`src/rtl/reg_scoreboard_if.sv`:
```
// Issue and writeback bundle for the register scoreboard.
// The master side is decode/writeback; the slave side is the scoreboard.
interface reg_scoreboard_if;
  logic       issue_valid;
  logic       issue_we;
  logic [4:0] issue_dst;
  logic       issue_use_a;
  logic [4:0] issue_src_a;
  logic       issue_use_b;
  logic [4:0] issue_src_b;
  logic       issue_stall;
  logic       wb_we;
  logic [4:0] wb_addr;
  logic [5:0] busy_count;
  logic       wb_err;

  modport master (
    output issue_valid, issue_we, issue_dst, issue_use_a, issue_src_a,
           issue_use_b, issue_src_b, wb_we, wb_addr,
    input  issue_stall, busy_count, wb_err
  );

  modport slave (
    input  issue_valid, issue_we, issue_dst, issue_use_a, issue_src_a,
           issue_use_b, issue_src_b, wb_we, wb_addr,
    output issue_stall, busy_count, wb_err
  );
endinterface

```
`src/rtl/reg_scoreboard.sv`:
```
// Per-register pending-write counters that stall decode on RAW hazards and
// counter saturation; a same-cycle writeback releases its reader immediately.
module reg_scoreboard #(
  parameter int CNT_W = 2,
  parameter int NREGS = 32
) (
  input  logic            clk,
  input  logic            reset,
  reg_scoreboard_if.slave sb
);
  localparam logic [CNT_W-1:0] MAX = '1;

  logic [NREGS-1:0][CNT_W-1:0] pend_q, pend_d, eff;
  logic [NREGS-1:0]            wbhit, inc;
  logic [5:0]                  busy_q, busy_d;
  logic                        err_q, err_d;
  logic                        haz_a, haz_b, haz_d, stall, accept;

  // Writeback credit: the register file writes on negedge, so a value landing
  // this cycle is already readable and no longer counts as pending.
  always_comb begin
    wbhit = '0;
    eff   = '0;
    for (int r = 1; r < NREGS; r++) begin
      wbhit[r] = sb.wb_we && (sb.wb_addr == 5'(r)) && (pend_q[r] != '0);
      eff[r]   = pend_q[r] - CNT_W'(wbhit[r]);
    end
  end

  always_comb begin
    haz_a  = sb.issue_use_a && (sb.issue_src_a != 5'd0) && (eff[sb.issue_src_a] != '0);
    haz_b  = sb.issue_use_b && (sb.issue_src_b != 5'd0) && (eff[sb.issue_src_b] != '0);
    haz_d  = sb.issue_we    && (sb.issue_dst   != 5'd0) && (eff[sb.issue_dst]   == MAX);
    stall  = sb.issue_valid && !reset && (haz_a || haz_b || haz_d);
    accept = sb.issue_valid && !stall && sb.issue_we && (sb.issue_dst != 5'd0);
  end

  // Issue and writeback on the same register cancel; saturation is blocked by
  // haz_d so the counter never wraps.
  always_comb begin
    pend_d = pend_q;
    inc    = '0;
    busy_d = '0;
    for (int r = 1; r < NREGS; r++) begin
      inc[r]    = accept && (sb.issue_dst == 5'(r));
      pend_d[r] = pend_q[r] + CNT_W'(inc[r]) - CNT_W'(wbhit[r]);
      busy_d    = busy_d + 6'(pend_d[r] != '0);
    end
    pend_d[0] = '0;
    err_d = err_q || (sb.wb_we && (sb.wb_addr != 5'd0) && (pend_q[sb.wb_addr] == '0));
  end

  always_ff @(posedge clk or posedge reset) begin
    if (reset) begin
      pend_q <= '0;
      busy_q <= '0;
      err_q  <= 1'b0;
    end else begin
      pend_q <= pend_d;
      busy_q <= busy_d;
      err_q  <= err_d;
    end
  end

  assign sb.issue_stall = stall;
  assign sb.busy_count  = busy_q;
  assign sb.wb_err      = err_q;
endmodule
```
`src/flat_wrapper.sv`:
```
// flat-port wrapper written by rule: the top's interface ports become plain ports
module reg_scoreboard_flat 
#(
  parameter int CNT_W = 2,
  parameter int NREGS = 32
)
  (clk, reset, sb_issue_valid, sb_issue_we, sb_issue_dst, sb_issue_use_a, sb_issue_src_a, sb_issue_use_b, sb_issue_src_b, sb_wb_we, sb_wb_addr, sb_issue_stall, sb_busy_count, sb_wb_err);
  reg_scoreboard_if sb_i ();
  input  logic clk;
  input  logic reset;
  input wire logic [$bits(sb_i.issue_valid)-1:0] sb_issue_valid;
  input wire logic [$bits(sb_i.issue_we)-1:0] sb_issue_we;
  input wire logic [$bits(sb_i.issue_dst)-1:0] sb_issue_dst;
  input wire logic [$bits(sb_i.issue_use_a)-1:0] sb_issue_use_a;
  input wire logic [$bits(sb_i.issue_src_a)-1:0] sb_issue_src_a;
  input wire logic [$bits(sb_i.issue_use_b)-1:0] sb_issue_use_b;
  input wire logic [$bits(sb_i.issue_src_b)-1:0] sb_issue_src_b;
  input wire logic [$bits(sb_i.wb_we)-1:0] sb_wb_we;
  input wire logic [$bits(sb_i.wb_addr)-1:0] sb_wb_addr;
  output wire logic [$bits(sb_i.issue_stall)-1:0] sb_issue_stall;
  output wire logic [$bits(sb_i.busy_count)-1:0] sb_busy_count;
  output wire logic [$bits(sb_i.wb_err)-1:0] sb_wb_err;
  assign sb_i.issue_valid = sb_issue_valid;
  assign sb_i.issue_we = sb_issue_we;
  assign sb_i.issue_dst = sb_issue_dst;
  assign sb_i.issue_use_a = sb_issue_use_a;
  assign sb_i.issue_src_a = sb_issue_src_a;
  assign sb_i.issue_use_b = sb_issue_use_b;
  assign sb_i.issue_src_b = sb_issue_src_b;
  assign sb_i.wb_we = sb_wb_we;
  assign sb_i.wb_addr = sb_wb_addr;
  assign sb_issue_stall = sb_i.issue_stall;
  assign sb_busy_count = sb_i.busy_count;
  assign sb_wb_err = sb_i.wb_err;
  reg_scoreboard #(.CNT_W(CNT_W), .NREGS(NREGS)) u_core (.clk(clk), .reset(reset), .sb(sb_i));
endmodule
```
`config.mk`:
```
export PLATFORM = sky130hd
export DESIGN_NAME = reg_scoreboard_flat
export DESIGN_NICKNAME = d
export VERILOG_FILES = /design/src/rtl/reg_scoreboard_if.sv /design/src/rtl/reg_scoreboard.sv /design/src/flat_wrapper.sv
export SDC_FILE = /design/constraint.sdc
export NUM_CORES = 1
export LEC_CHECK = 0
export BUFFER_PORTS_ARGS = -buffer_cell sky130_fd_sc_hd__clkbuf_2
export CORE_ASPECT_RATIO = 1.5
export CORE_MARGIN = 5
export CORE_UTILIZATION = 42
export CTS_CLUSTER_SIZE = 28
export DETAILED_ROUTE_END_ITERATION = 6
export PLACE_DENSITY = 0.68
export REMOVE_ABC_BUFFERS = 1
export SYNTH_ARGS = -nofsm -noshare
export SYNTH_HDL_FRONTEND = slang
export SYNTH_SLANG_ARGS = --single-unit
export TNS_END_PERCENT = 30
```
`constraint.sdc`:
```
create_clock -name clk -period 15.6 [get_ports clk]
set_clock_uncertainty 0.05 [all_clocks]
set_input_delay 2.34 -clock clk [delete_from_list [all_inputs] [get_ports clk]]
set_output_delay 2.34 -clock clk [all_outputs]
set_load 0.005 [all_outputs]
```
### Word-level counts from Yosys, hierarchy flattened

Index checks and enable logic that the tools add are counted.

| cells by class | value |
|---|---|
| mux-type cells | 8 |
| reductions and logical operators | 180 |
| add/subtract/negate cells | 123 |
| eq/ne operators | 63 |
| magnitude comparators | 4 |

Operators by type and width:

| cell | count |
|---|---|
| adder 6 x 1 -> 6 bit | 29 |
| == test 5 bit, second input constant | 32 |
| nonzero test 2 bit | 64 |
| subtractor 2 x 1 -> 2 bit | 62 |
| logical AND 1 bit | 106 |
| == test 5 x 4 -> 1 bit, second input constant | 16 |
| adder 2 x 1 -> 2 bit | 31 |
| binary-select mux 2 bit (select 5 bit) | 4 |
| == test 5 x 3 -> 1 bit, second input constant | 8 |
| less-than comparator 5 x 6 -> 1 bit, second input constant | 4 |
| == test 5 x 2 -> 1 bit, second input constant | 4 |
| nonzero test 5 bit | 4 |
| == test 5 x 1 -> 1 bit, second input constant | 2 |
| two-way mux 2 bit | 4 |
| logical OR 1 bit | 3 |
| adder 1 x 1 -> 2 bit | 1 |
| == test 2 bit, second input constant | 1 |
| zero test 1 bit | 2 |
| zero test 2 bit | 1 |

| word-level totals | value |
|---|---|
| bits in registers | 69 |
| word-level logic and storage cells | 411 |
| output and inout port bits | 8 |
| input port bits | 27 |

### Depth between registers and ports, before layout

Gate-level depths: netlist (run 1).

| depth | value |
|---|---|
| depth in word-level cells | 49 |
| mapped depth | 34 |
| depth with buffers taken out | 32 |

### Least setup slack after synthesis (run 1)

No wires, ideal clock.

| timing | value |
|---|---|
| path type | input-to-reg |
| start | in sb_wb_addr[1] |
| end | reg u_core.busy_q[4] (netlist: u_core.sb.busy_count[4]) |
| stages on the path | 33 |
| data required time | 15.427 ns |
| setup slack | 5.341 ns |
| buffers on the path | 3 |
| arrival | 10.087 ns |
| setup time | 0.123 ns |
| cell sequence | clkbuf_1 > nand2b_1 > clkbuf_1 > nor3_1 > ha_1 > xnor2_1 > o32ai_1 > mux4_2 > a2bb2oi_1 > a22oi_2 > a41oi_2 > buf_4 > nor3_2 > ha_1 > xnor2_1 > xnor2_1 > or2_2 > ha_1 > fa_1 > fa_1 > fa_1 > fa_1 > fa_1 > inv_1 > fa_1 > inv_1 > ha_1 > inv_1 > fa_1 > inv_1 > a21o_1 > a21oi_1 > xnor2_1 |

RTL lines:

| item | line | source |
|---|---|---|
| from (decl) | flat_wrapper.sv:19 | `input wire logic [$bits(sb_i.wb_addr)-1:0] sb_wb_addr;` |
| to (signal assigned) | reg_scoreboard.sv:60 | `busy_q <= busy_d;` |
| to (decl) | reg_scoreboard.sv:15 | `logic [5:0] busy_q, busy_d;` |

==> impl_summary.txt, run 1 <==
----------------------------------------------------
[Outcome]
  Run status ... completed

[Global route]
  Pin count of the biggest net entering global routing ... 71
  Global-route total usage across every layer ... approximately a quarter
  Antenna violations before repair ... 0
  Wire length of the first global-routing pass ... about 33000 µm
  Number of global-route vias before repair ... 5787
  GRT Residual Overflow ... 0

[Layout]
  FF/Latch Area ... 0.00173 mm²
  Diode insertion count for antenna repair ... 0
  Share of layout cells above drive strength 1 ... 14.9%
  Multi-input gate area in the final layout ... between 0.004 and 0.005 mm²
  Layout overhead on the synthesized area ... 8.57%
  Nets ... 888
  Fill cell instance count of the final layout ... 1580

[STA]
  RSZ-0062 raised after global routing ... no
  Final hold violation count ... 0
  Max-slew headroom at the worst pin ... 38.7%
  Fmax ... 0.0917 GHz
  Minimum clock period after layout ... 10.91 ns
  Worst-Margin Slew ... 0.920 ns
  Share of the cycle needed by the critical path after routing ... between 60% and 70%
  Hold WS ... 0.432 ns
  Final setup vio count ... 0
  Final-report max-slew violation count ... 0
  Post-route setup TNS ... 0 ns

[Floorplan]
  Number of rows created at floorplan ... 56
  Total Die Area ... 0.0187 mm²
  Core region area ... 0.0157 mm²
  Starting utilization of the core area ... 42.9%
  I/O pin count ... 35
  Chip height ... about 170 µm
  Die boundary width ... 113 µm

[Critical path]
  Most Frequent Cell on Critical Path ... sky130_fd_sc_hd__fa_1
  Worst Path Max Fanout ... 31
  Source of the critical timing path ... sb_wb_addr[1]
  Required time of the critical path ... 15.78 ns
  Startpoint Class ... input port
  Data arrival time at the worst-slack endpoint ... 11.09 ns
  Worst Path Class, Setup ... input port to flop
  Maximum cell stage delay along the critical path ... 0.57 ns
  Worst reg2reg startpoint ... u_core.pend_q[43]
  Slowest stage cell, crit path ... sky130_fd_sc_hd__nand2b_1
  Critical path capture point type ... flop

[Route]
  Vias ... 5803
  Total length of routed met3 wires ... 1650 µm
  Top metal layer carrying routed signals ... met4
  DRT met1 WL ... 7970 µm
  Routed length on met2 ... 10600 µm
  Wirelength per Cell ... 22.4 µm
  Number of remaining DRC errors ... 0
  Via density ... 5.95
  Initial drt markers ... 697
  Detailed-router iteration count before antenna repair ... 5
  Detailed-route wire length ... approximately 22000 µm
  Post-DRT Antenna Nets ... 0

[Synth]
  Cell taking the most area after synthesis ... sky130_fd_sc_hd__dfrtp_1
  Count of warnings emitted by yosys ... 0
  Average footprint of a synthesized cell ... slightly below 9 µm²
  Most used flip-flop cell after synthesis ... sky130_fd_sc_hd__dfrtp_1
  Most area-consuming cells after synthesis ... sky130_fd_sc_hd__dfrtp_1 26%, sky130_fd_sc_hd__ha_1 13%, sky130_fd_sc_hd__xnor2_1 6.9%
  Area share of the leading cell type in the synthesized netlist ... 25.6%
  Cell count after synthesis ... 752
  Distinct cell type count of the synthesized netlist ... 71
  Number of storage elements in the synthesis netlist ... 69
  Share of the yosys chip area belonging to registers ... 25.6%
  Proportion of synthesized flip-flops having asynchronous set or reset ... 100%
  Area of the mapped netlist ... between 0.006 and 0.007 mm²
  Most frequent cell after synthesis ... sky130_fd_sc_hd__inv_1
  Top post-synthesis cells by count ... 97 x sky130_fd_sc_hd__inv_1, 70 x sky130_fd_sc_hd__ha_1, 69 x sky130_fd_sc_hd__dfrtp_1, 56 x sky130_fd_sc_hd__nor2_1, 53 x sky130_fd_sc_hd__xnor2_1
  Number of flops mapped to enable cells by yosys ... 0

[Placed design]
  HPWL after detailed placement ... between 15000 and 20000 µm
  Final weighted congestion in routability-driven placement ... 1.04
  Buffers on Ports ... 34

[Clock tree]
  Post-cts sizing count ... 0
  Maximum number of buffers from clock root to sink ... 2
  Hold buffer count at CTS ... 0
  Clock tree from TritonCTS ... yes
  Htree depth ... 3
  Total clock sinks ... 69
  Worst skew pair latency ... roughly 0.34 ns
  Root buf cell ... sky130_fd_sc_hd__clkbuf_16
  Reg clk slew, reported paths ... approximately 0.060 ns
  Clock buffers created by TritonCTS ... 9
  Count of buffers added by post-CTS timing repair for setup ... 0

[Worst hold path]
  Worst min-delay path class ... flop to flop
  Start point of the worst hold path ... u_core.sb.wb_err

[Flow run]
  Max-cap viol count ... 0

----------------------------------------------------
-- registers in the layout (all words and copies together), names as in the netlist --
register and flops:
u_core.sb.busy_count 6, u_core.pend_q 62, u_core.sb.wb_err 1
-- through the flow --
step	worst slack [ns]	util, %	cells	cell area, µm²
floorplan	5.04	-	720	6570
global placement	4.46	44.8	960	7030
detailed placement	4.39	44.8	960	7030
CTS	4.76	46.6	975	7310
global route	4.30	46.6	975	7310
finish	4.69	46.6	975	7310
-- cell families after synthesis --
family / count (synthesis) / synth area share (%)
XOR/XNOR: 65 / 8.46
AND/OR/NAND/NOR: 258 / 21.1
buffers and inverters: 129 / 7.79
multiplexers: 17 / 4.03
flip-flops: 69 / 25.6
adder cells (fa/ha/maj): 93 / 19.8
AO/OA/AOI/OAI: 121 / 13.2
-- path summary, 6_finish.rpt --
path	slack, ns	cells after the start	end
min in group asynchronous	2.30	3	u_core.pend_q[16]
max in group asynchronous	12.60	3	u_core.pend_q[53]
max reg2reg	7.14	31	u_core.sb.busy_count[4]
max	4.69	32	u_core.sb.busy_count[4]
min reg2reg	0.43	1	u_core.sb.wb_err
min	0.43	1	u_core.sb.wb_err
-- worst max-delay path, delay by kind of cell --
kind / cells / cell delay, ns
compound gates: 6 / 0.94
mux: 1 / 0.54
fa+ha+maj: 11 / 4.38
simple gates: 4 / 1.19
buf+inv: 6 / 0.93
xor+xnor: 4 / 0.76
-- routing by layer --
metal | up-vias | GRT usage (%)
met5 | - | 0
met4 | 0 | 15.1
met3 | 97 | 4.34
met2 | 331 | 41.1
met1 | 2732 | 27.5
li1 | 2643 | -
-- layout by cell type (no fill, tap or decap), types with 4 or more instances in the layout --
cell | Yosys | routed
sky130_fd_sc_hd__mux2i_1 | 8 | 8
sky130_fd_sc_hd__a21o_1 | 4 | 4
sky130_fd_sc_hd__xor2_1 | 12 | 12
sky130_fd_sc_hd__nand3_1 | 20 | 20
sky130_fd_sc_hd__nand2b_1 | 13 | 13
sky130_fd_sc_hd__clkbuf_16 | 0 | 9
sky130_fd_sc_hd__nand2_1 | 42 | 42
sky130_fd_sc_hd__clkbuf_2 | 0 | 34
sky130_fd_sc_hd__a211oi_1 | 4 | 4
sky130_fd_sc_hd__a21oi_1 | 18 | 18
sky130_fd_sc_hd__inv_1 | 97 | 96
sky130_fd_sc_hd__nor3_2 | 21 | 21
sky130_fd_sc_hd__mux4_2 | 8 | 8
sky130_fd_sc_hd__nor2_1 | 56 | 56
sky130_fd_sc_hd__nor2b_1 | 12 | 12
sky130_fd_sc_hd__o21a_1 | 4 | 4
sky130_fd_sc_hd__xnor2_1 | 53 | 53
sky130_fd_sc_hd__nor3_1 | 47 | 47
sky130_fd_sc_hd__nand4_1 | 4 | 4
sky130_fd_sc_hd__o22ai_1 | 7 | 7
sky130_fd_sc_hd__o221ai_1 | 4 | 4
sky130_fd_sc_hd__ha_1 | 70 | 70
sky130_fd_sc_hd__o211ai_1 | 7 | 7
sky130_fd_sc_hd__o21ai_0 | 18 | 18
sky130_fd_sc_hd__or2_2 | 25 | 25
sky130_fd_sc_hd__nor4_1 | 4 | 4
sky130_fd_sc_hd__fa_1 | 23 | 23
sky130_fd_sc_hd__dfrtp_1 | 69 | 69
sky130_fd_sc_hd__o2111ai_1 | 4 | 4
sky130_fd_sc_hd__o21ai_1 | 4 | 4
-- area by class of cell --
class                      instances  share of cell area (%)
multi-input combinational        554                    61.5
sequential                        69                    23.6
inverter                          97                    4.98
clock buffer                      14                    3.75
tap                              203                    3.47
timing repair buffer              37                    2.64
clock inverter                     1                  0.0685
Power of run 1 is left out: the tool's default activity adds up to more than one toggle a clock period on the data nets, which glitch-free logic cannot reach.
==> inputs of run 2 (changes only) <==
Settings changed: ABC_AREA set to 1, PLACE_DENSITY 0.68 to 0.7.
Clock period 15.6 ns to 9.3 ns, I/O delays scaled along.
==> run 2 against run 1 <==
Global-route usage rose by 1.5 points. Setup slack got worse by 4.2 ns. Die area increased by 5.0%. Flip-flop and latch count did not move. Critical path type unchanged.
==> impl_summary.txt, run 2 <==
----------------------------------------------------
[Outcome]
  Run status ... completed

[Critical path]
  Critical path capture point type ... flop
  Worst reg2reg startpoint ... u_core.pend_q[49]
  Worst Path Class, Setup ... input port to flop
  Startpoint Class ... input port
  Endpoint of the lowest-slack register-to-register path ... u_core.sb.busy_count[4]
  Maximum cell stage delay along the critical path ... 0.55 ns
  Most Frequent Cell on Critical Path ... sky130_fd_sc_hd__fa_1
  Data arrival time at the worst-slack endpoint ... approximately 9.1 ns
  Required time of the critical path ... around 9.5 ns
  Worst r2r path cells ... 34
  FF-to-FF setup slack ... 1.42 ns
  Slowest stage cell, crit path ... sky130_fd_sc_hd__fa_1
  Worst Path Max Fanout ... 7

[Synth]
  Area of the mapped netlist ... between 0.007 and 0.008 mm²
  Top post-synthesis cells by count ... 180 x sky130_fd_sc_hd__nand2_1, 168 x sky130_fd_sc_hd__inv_1, 79 x sky130_fd_sc_hd__nor2_1, 70 x sky130_fd_sc_hd__ha_1, 69 x sky130_fd_sc_hd__dfrtp_1
  Number of flops mapped to enable cells by yosys ... 0
  Cell count after synthesis ... 944
  Most frequent cell after synthesis ... sky130_fd_sc_hd__nand2_1
  Average footprint of a synthesized cell ... 7.52 µm²
  Number of storage elements in the synthesis netlist ... 69
  Count of warnings emitted by yosys ... 0
  Area share of the leading cell type in the synthesized netlist ... 24.3%
  Most used flip-flop cell after synthesis ... sky130_fd_sc_hd__dfrtp_1
  Distinct cell type count of the synthesized netlist ... 40
  Proportion of synthesized flip-flops having asynchronous set or reset ... 100%
  Most area-consuming cells after synthesis ... sky130_fd_sc_hd__dfrtp_1 24%, sky130_fd_sc_hd__ha_1 12%, sky130_fd_sc_hd__nand2_1 9.5%
  Share of the yosys chip area belonging to registers ... 24.3%
  Cell taking the most area after synthesis ... sky130_fd_sc_hd__dfrtp_1

[STA]
  Final-report max-slew violation count ... 0
  Hold WS ... 0.496 ns
  Post-layout worst setup margin ... about 0.45 ns
  Share of the cycle needed by the critical path after routing ... 95.2%
  Minimum clock period after layout ... 8.85 ns
  Fmax ... 0.113 GHz
  RSZ-0062 raised after global routing ... no
  Worst-Margin Slew ... 0.955 ns
  Max-slew headroom at the worst pin ... 36.3%
  Final hold violation count ... 0
  Final setup vio count ... 0

[Global route]
  GRT Residual Overflow ... 0
  Met3 Usage GRT ... 3.00%
  Pin count of the biggest net entering global routing ... 70
  Global routing met2 resource utilization ... 43.1%
  Wire length of the first global-routing pass ... 37400 µm
  Global-route total usage across every layer ... about 25%
  Met1 Use GR ... 29.8%
  Global-route layer with the greatest usage ... met2
  Antenna violations before repair ... 0
  Number of global-route vias before repair ... 6769

[Route]
  Detailed-router iteration count before antenna repair ... 5
  Initial drt markers ... about 600
  Via density ... 5.33
  Post-DRT Antenna Nets ... 0
  Detailed-route wire length ... 23900 µm
  Vias ... between 6000 and 7000
  Number of remaining DRC errors ... 0
  Wirelength per Cell ... 19.4 µm

[Clock tree]
  Htree depth ... 3
  Root buf cell ... sky130_fd_sc_hd__clkbuf_16
  Maximum number of buffers from clock root to sink ... 2
  Clock buffers created by TritonCTS ... 9
  Clock tree from TritonCTS ... yes
  Reg clk slew, reported paths ... 0.06 ns
  Worst skew pair latency ... 0.34 ns
  Total clock sinks ... 69

[Worst hold path]
  Worst min-delay path class ... flop to flop
  Start point of the worst hold path ... u_core.sb.wb_err
  Hold path cells ... 1
  Terminating pin of the worst hold path ... u_core.sb.wb_err

[Layout]
  Commonest non-fill, non-tap cell in the layout ... sky130_fd_sc_hd__nand2_1
  Post-layout instance area ... 0.00809 mm²
  Utilization of the core after routing ... ~48%
  Multi-input gate area in the final layout ... 0.00457 mm²
  Layout overhead on the synthesized area ... 14.1%
  FF/Latch Area ... 0.00173 mm²
  Diode insertion count for antenna repair ... 0
  Nets ... ~1100
  Fill cell instance count of the final layout ... 1669
  Max FFs per register ... 62
  Commonest cells after routing, fill and taps aside ... 179 x sky130_fd_sc_hd__nand2_1, 166 x sky130_fd_sc_hd__inv_1, 79 x sky130_fd_sc_hd__nor2_1
  Share of layout cells above drive strength 1 ... 18.0%
  Biggest register ... u_core.pend_q

[Placed design]
  Dpl ws ... -0.0863 ns
  Final weighted congestion in routability-driven placement ... roughly 1.1
  DP Area ... 0.00780 mm²
  Buffers on Ports ... 34
  HPWL after detailed placement ... around 20000 µm

[Floorplan]
  Die boundary width ... 116 µm
  Chip height ... ~170 µm
  Number of rows created at floorplan ... 58
  Total Die Area ... 0.0196 mm²
  Core region area ... 0.0167 mm²
  Starting utilization of the core area ... 42.5%
  I/O pin count ... 35

[Flow run]
  Max-cap viol count ... 0

----------------------------------------------------
[run 2: cell types whose count changed after synthesis, moves of 19 or more]
cell	previous run	this run
sky130_fd_sc_hd__nand2_1	42	180
sky130_fd_sc_hd__o21ai_0	18	55
sky130_fd_sc_hd__nor3_1	47	18
sky130_fd_sc_hd__nor2_4	0	33
sky130_fd_sc_hd__nor3_2	21	0
sky130_fd_sc_hd__inv_1	97	168
sky130_fd_sc_hd__nand3_1	20	52
sky130_fd_sc_hd__nor2_1	56	79
sky130_fd_sc_hd__xnor2_1	53	34
[run 2: worst max-delay path by stage]
stage | to | cells past startpoint | from | slack (ns)
floorplan | u_core.sb.busy_count[5] | 39 | sb_wb_we | 0.32
global placement | u_core.sb.busy_count[3] | 38 | sb_wb_we | 0.04
detailed placement | u_core.sb.busy_count[4] | 37 | sb_wb_we | -0.09
CTS | u_core.sb.busy_count[3] | 38 | sb_wb_we | 0.26
global route | u_core.sb.busy_count[4] | 39 | sb_wb_addr[0] | 0.04
finish | u_core.sb.busy_count[4] | 37 | sb_wb_we | 0.45
[run 2: layout make-up]
class	instances	share of cell area (%)
clock buffers	10	2.95
clock inverters	5	0.448
inverters	173	8.07
multi-input cells	681	56.5
flip-flops and latches	69	21.3
well taps	210	3.25
repair buffers	88	7.42
[run 2: cells by family (layout without fill, tap and decap cells)]
| logic type | Yosys count | in the layout | share of synthesized area [%] |
|---|---|---|---|
| compound gates | 111 | 111 | 9.15 |
| xor+xnor | 58 | 58 | 7.16 |
| fa+ha+maj | 93 | 93 | 18.8 |
| buf+inv | 194 | 276 | 11.3 |
| flops | 69 | 69 | 24.3 |
| simple gates | 419 | 419 | 29.2 |
[run 2: layer usage]
metal  vias to the layer above  wire, µm
met5                         -         0
met4                         0      1870
met3                       110      1550
met2                       280     11700
met1                      3041      8790
li1                       3151         -
[run 2: metrics by stage]
| stage | setup TNS, ns | cells |
|---|---|---|
| after floorplan | 0 | 923 |
| after global placement | 0 | 1221 |
| after detailed placement | -0.207 | 1221 |
| after CTS | 0 | 1236 |
| after global routing | 0 | 1236 |
| final | 0 | 1236 |
[run 2: repair_timing]
action,in CTS,in global routing
setup endpoints to repair,0,3
hold buffers,0,0
setup buffers,0,0
hold endpoints to repair,0,0
gates resized for setup,0,5
[run 2: worst max-delay path: cells and delay by family]
family                     cells  cell delay [ns]
AOI/OAI and AO/OA              2             0.42
xor gates and xnor gates       4             0.74
adders and majority gates     11             4.34
buffers and inverters          7             0.61
and+or+nand+nor               13             1.58
Power of run 2 is left out for the same reason.
==> inputs of run 3 (changes only) <==
Settings changed: CAP_MARGIN set to 30, GPL_TIMING_DRIVEN set to 0.
==> run 3 against run 2 <==
Register-to-register slack about the same. First-iteration DRC count up 1.0%. Sequential share of layout area down 0.21 points. Flip-flop and latch count unchanged. Worst hold slack worse by 0.011 ns. Via count up 0.26%. Cell count down 2.8%. Utilization up 0.47 points. Final area up 0.97%. Setup slack worse by 0.089 ns.
==> impl_summary.txt, run 3 (same netlist as run 2, synthesis figures left out) <==
----------------------------------------------------
[Flow run]
  Max-cap viol count ... 0

[Floorplan]
  Number of rows created at floorplan ... 58
  I/O pin count ... 35
  Total Die Area ... 0.0196 mm²
  Core region area ... 0.0167 mm²
  Die boundary width ... roughly 120 µm
  Chip height ... 169 µm
  Starting utilization of the core area ... between 40% and 50%

[Route]
  Vias ... 6599
  DRT met1 WL ... 8500 µm
  Wirelength per Cell ... 19.9 µm
  Initial drt markers ... 602
  Detailed-route wire length ... between 20000 and 25000 µm
  Top metal layer carrying routed signals ... met4
  Total length of routed met3 wires ... 1600 µm
  Number of remaining DRC errors ... 0
  Via density ... 5.49
  Detailed-router iteration count before antenna repair ... 7
  Post-DRT Antenna Nets ... 0
  Routed length on met2 ... 12000 µm

[Critical path]
  Most Frequent Cell on Critical Path ... sky130_fd_sc_hd__fa_1
  Startpoint Class ... input port
  Worst Path Class, Setup ... input port to flop
  Critical path capture point type ... flop
  Worst Path Max Fanout ... 7
  Required time of the critical path ... around 9.5 ns
  Maximum cell stage delay along the critical path ... 0.55 ns
  Data arrival time at the worst-slack endpoint ... roughly 9 ns
  Slowest stage cell, crit path ... sky130_fd_sc_hd__fa_1

[Global route]
  Antenna violations before repair ... 0
  GRT Residual Overflow ... 0
  Wire length of the first global-routing pass ... approximately 36000 µm
  Global-route total usage across every layer ... between 20 and 30%
  Pin count of the biggest net entering global routing ... 60
  Number of global-route vias before repair ... 6404

[STA]
  Fmax ... 0.112 GHz
  Max-slew headroom at the worst pin ... between 40% and 50%
  Final-report max-slew violation count ... 0
  Post-layout worst setup margin ... 0.358 ns
  Worst-Margin Slew ... 0.782 ns
  Share of the cycle needed by the critical path after routing ... 96.1%
  Final setup vio count ... 0
  Minimum clock period after layout ... between 8 and 9 ns
  Final hold violation count ... 0

[Clock tree]
  Clock buffers created by TritonCTS ... 9
  Worst skew pair latency ... 0.34 ns
  Reg clk slew, reported paths ... 0.06 ns
  Root buf cell ... sky130_fd_sc_hd__clkbuf_16
  Hold buffer count at CTS ... 0
  Htree depth ... 3
  Maximum number of buffers from clock root to sink ... 2
  Clock tree from TritonCTS ... yes
  Total clock sinks ... 69

[Placed design]
  Final weighted congestion in routability-driven placement ... around 1
  Dpl ws ... -1.40 ns
  HPWL after detailed placement ... between 15000 and 20000 µm
  Buffers on Ports ... 34

[Layout]
  Diode insertion count for antenna repair ... 0
  Layout overhead on the synthesized area ... 15.2%
  Biggest register ... u_core.pend_q
  Commonest cells after routing, fill and taps aside ... 178 x sky130_fd_sc_hd__nand2_1, 162 x sky130_fd_sc_hd__inv_1, 73 x sky130_fd_sc_hd__nor2_1
  Nets ... approximately 1100
  Share of layout cells above drive strength 1 ... 18.8%
  Max FFs per register ... 62
  Commonest non-fill, non-tap cell in the layout ... sky130_fd_sc_hd__nand2_1

[Outcome]
  Run status ... completed

[Worst hold path]
  Worst min-delay path class ... flop to flop

----------------------------------------------------
==> run 3: cell types whose count changed in the layout (fill, tap and decap cells not counted), sizes merged <==
cell and delta:
buf -35, inv -3, bufinv +2, clkinv +2, clkbuf -1, clkinvlp -1
nand2 +1
==> run 3: metal layers <==
| layer | global-route usage, % | vias to the layer above |
|---|---|---|
| met5 | 0 | - |
| met4 | 18.4 | 0 |
| met3 | 3.32 | 97 |
| met2 | 42.5 | 297 |
| met1 | 28.3 | 3118 |
| li1 | - | 3087 |
==> run 3: area by class of cell <==
cell class                      count  area (µm²)
Fill cell                        1649        8520
Multi-Input combinational cell    682        4820
Sequential cell                    69        1730
Inverter                          173         668
Timing Repair Buffer               52         373
Tap cell                          210         263
Clock buffer                       10         239
Clock inverter                      5        82.6
==> run 3: critical path: cells and delay by family <==
| kind | cells | cell delay (ns) |
|---|---|---|
| buf+inv | 10 | 1.07 |
| compound gates | 3 | 0.53 |
| xor+xnor | 3 | 0.57 |
| simple gates | 13 | 1.66 |
| fa+ha+maj | 10 | 3.90 |
==> run 3: path summary, 6_finish.rpt <==
kind                                        start                 endpoint  slack (ns)  cells after the start
min in group asynchronous                   reset        u_core.pend_q[44]        0.92                      2
worst min-delay path             u_core.pend_q[3]         u_core.pend_q[3]        0.48                      1
worst min register to register   u_core.pend_q[3]         u_core.pend_q[3]        0.48                      1
worst max register to register  u_core.pend_q[49]  u_core.sb.busy_count[4]        1.42                     36
worst max-delay path                sb_wb_addr[1]  u_core.sb.busy_count[4]        0.36                     39
max in group asynchronous                   reset         u_core.pend_q[8]        7.72                      3
==> run 3: what timing repair did <==
| action | CTS | global route |
|---|---|---|
| gates resized for setup | 25 | 35 |
| buffers inserted | 4 | 10 |
| pin swaps | 1 | 9 |
| gates cloned | 1 | 0 |
| endpoints found under the setup margin | 6 | 5 |
==> run 3: metrics by stage <==
stage | TNS, ns | area (µm²) | utilization [%] | instances | hold WS, ns
2_1_floorplan | 0 | 6940 | - | 923 | 0.413
3_3_place_gp | -8.41 | 7370 | 44.2 | 1167 | 0.463
3_5_place_dp | -7.11 | 7430 | 44.5 | 1171 | 0.451
4_1_cts | 0 | 7930 | 47.5 | 1191 | 0.469
5_1_grt | -0.00338 | 8170 | 49.0 | 1201 | 0.494
6_report | 0 | 8170 | 49.0 | 1201 | 0.484
Power of run 3 is left out for the same reason.
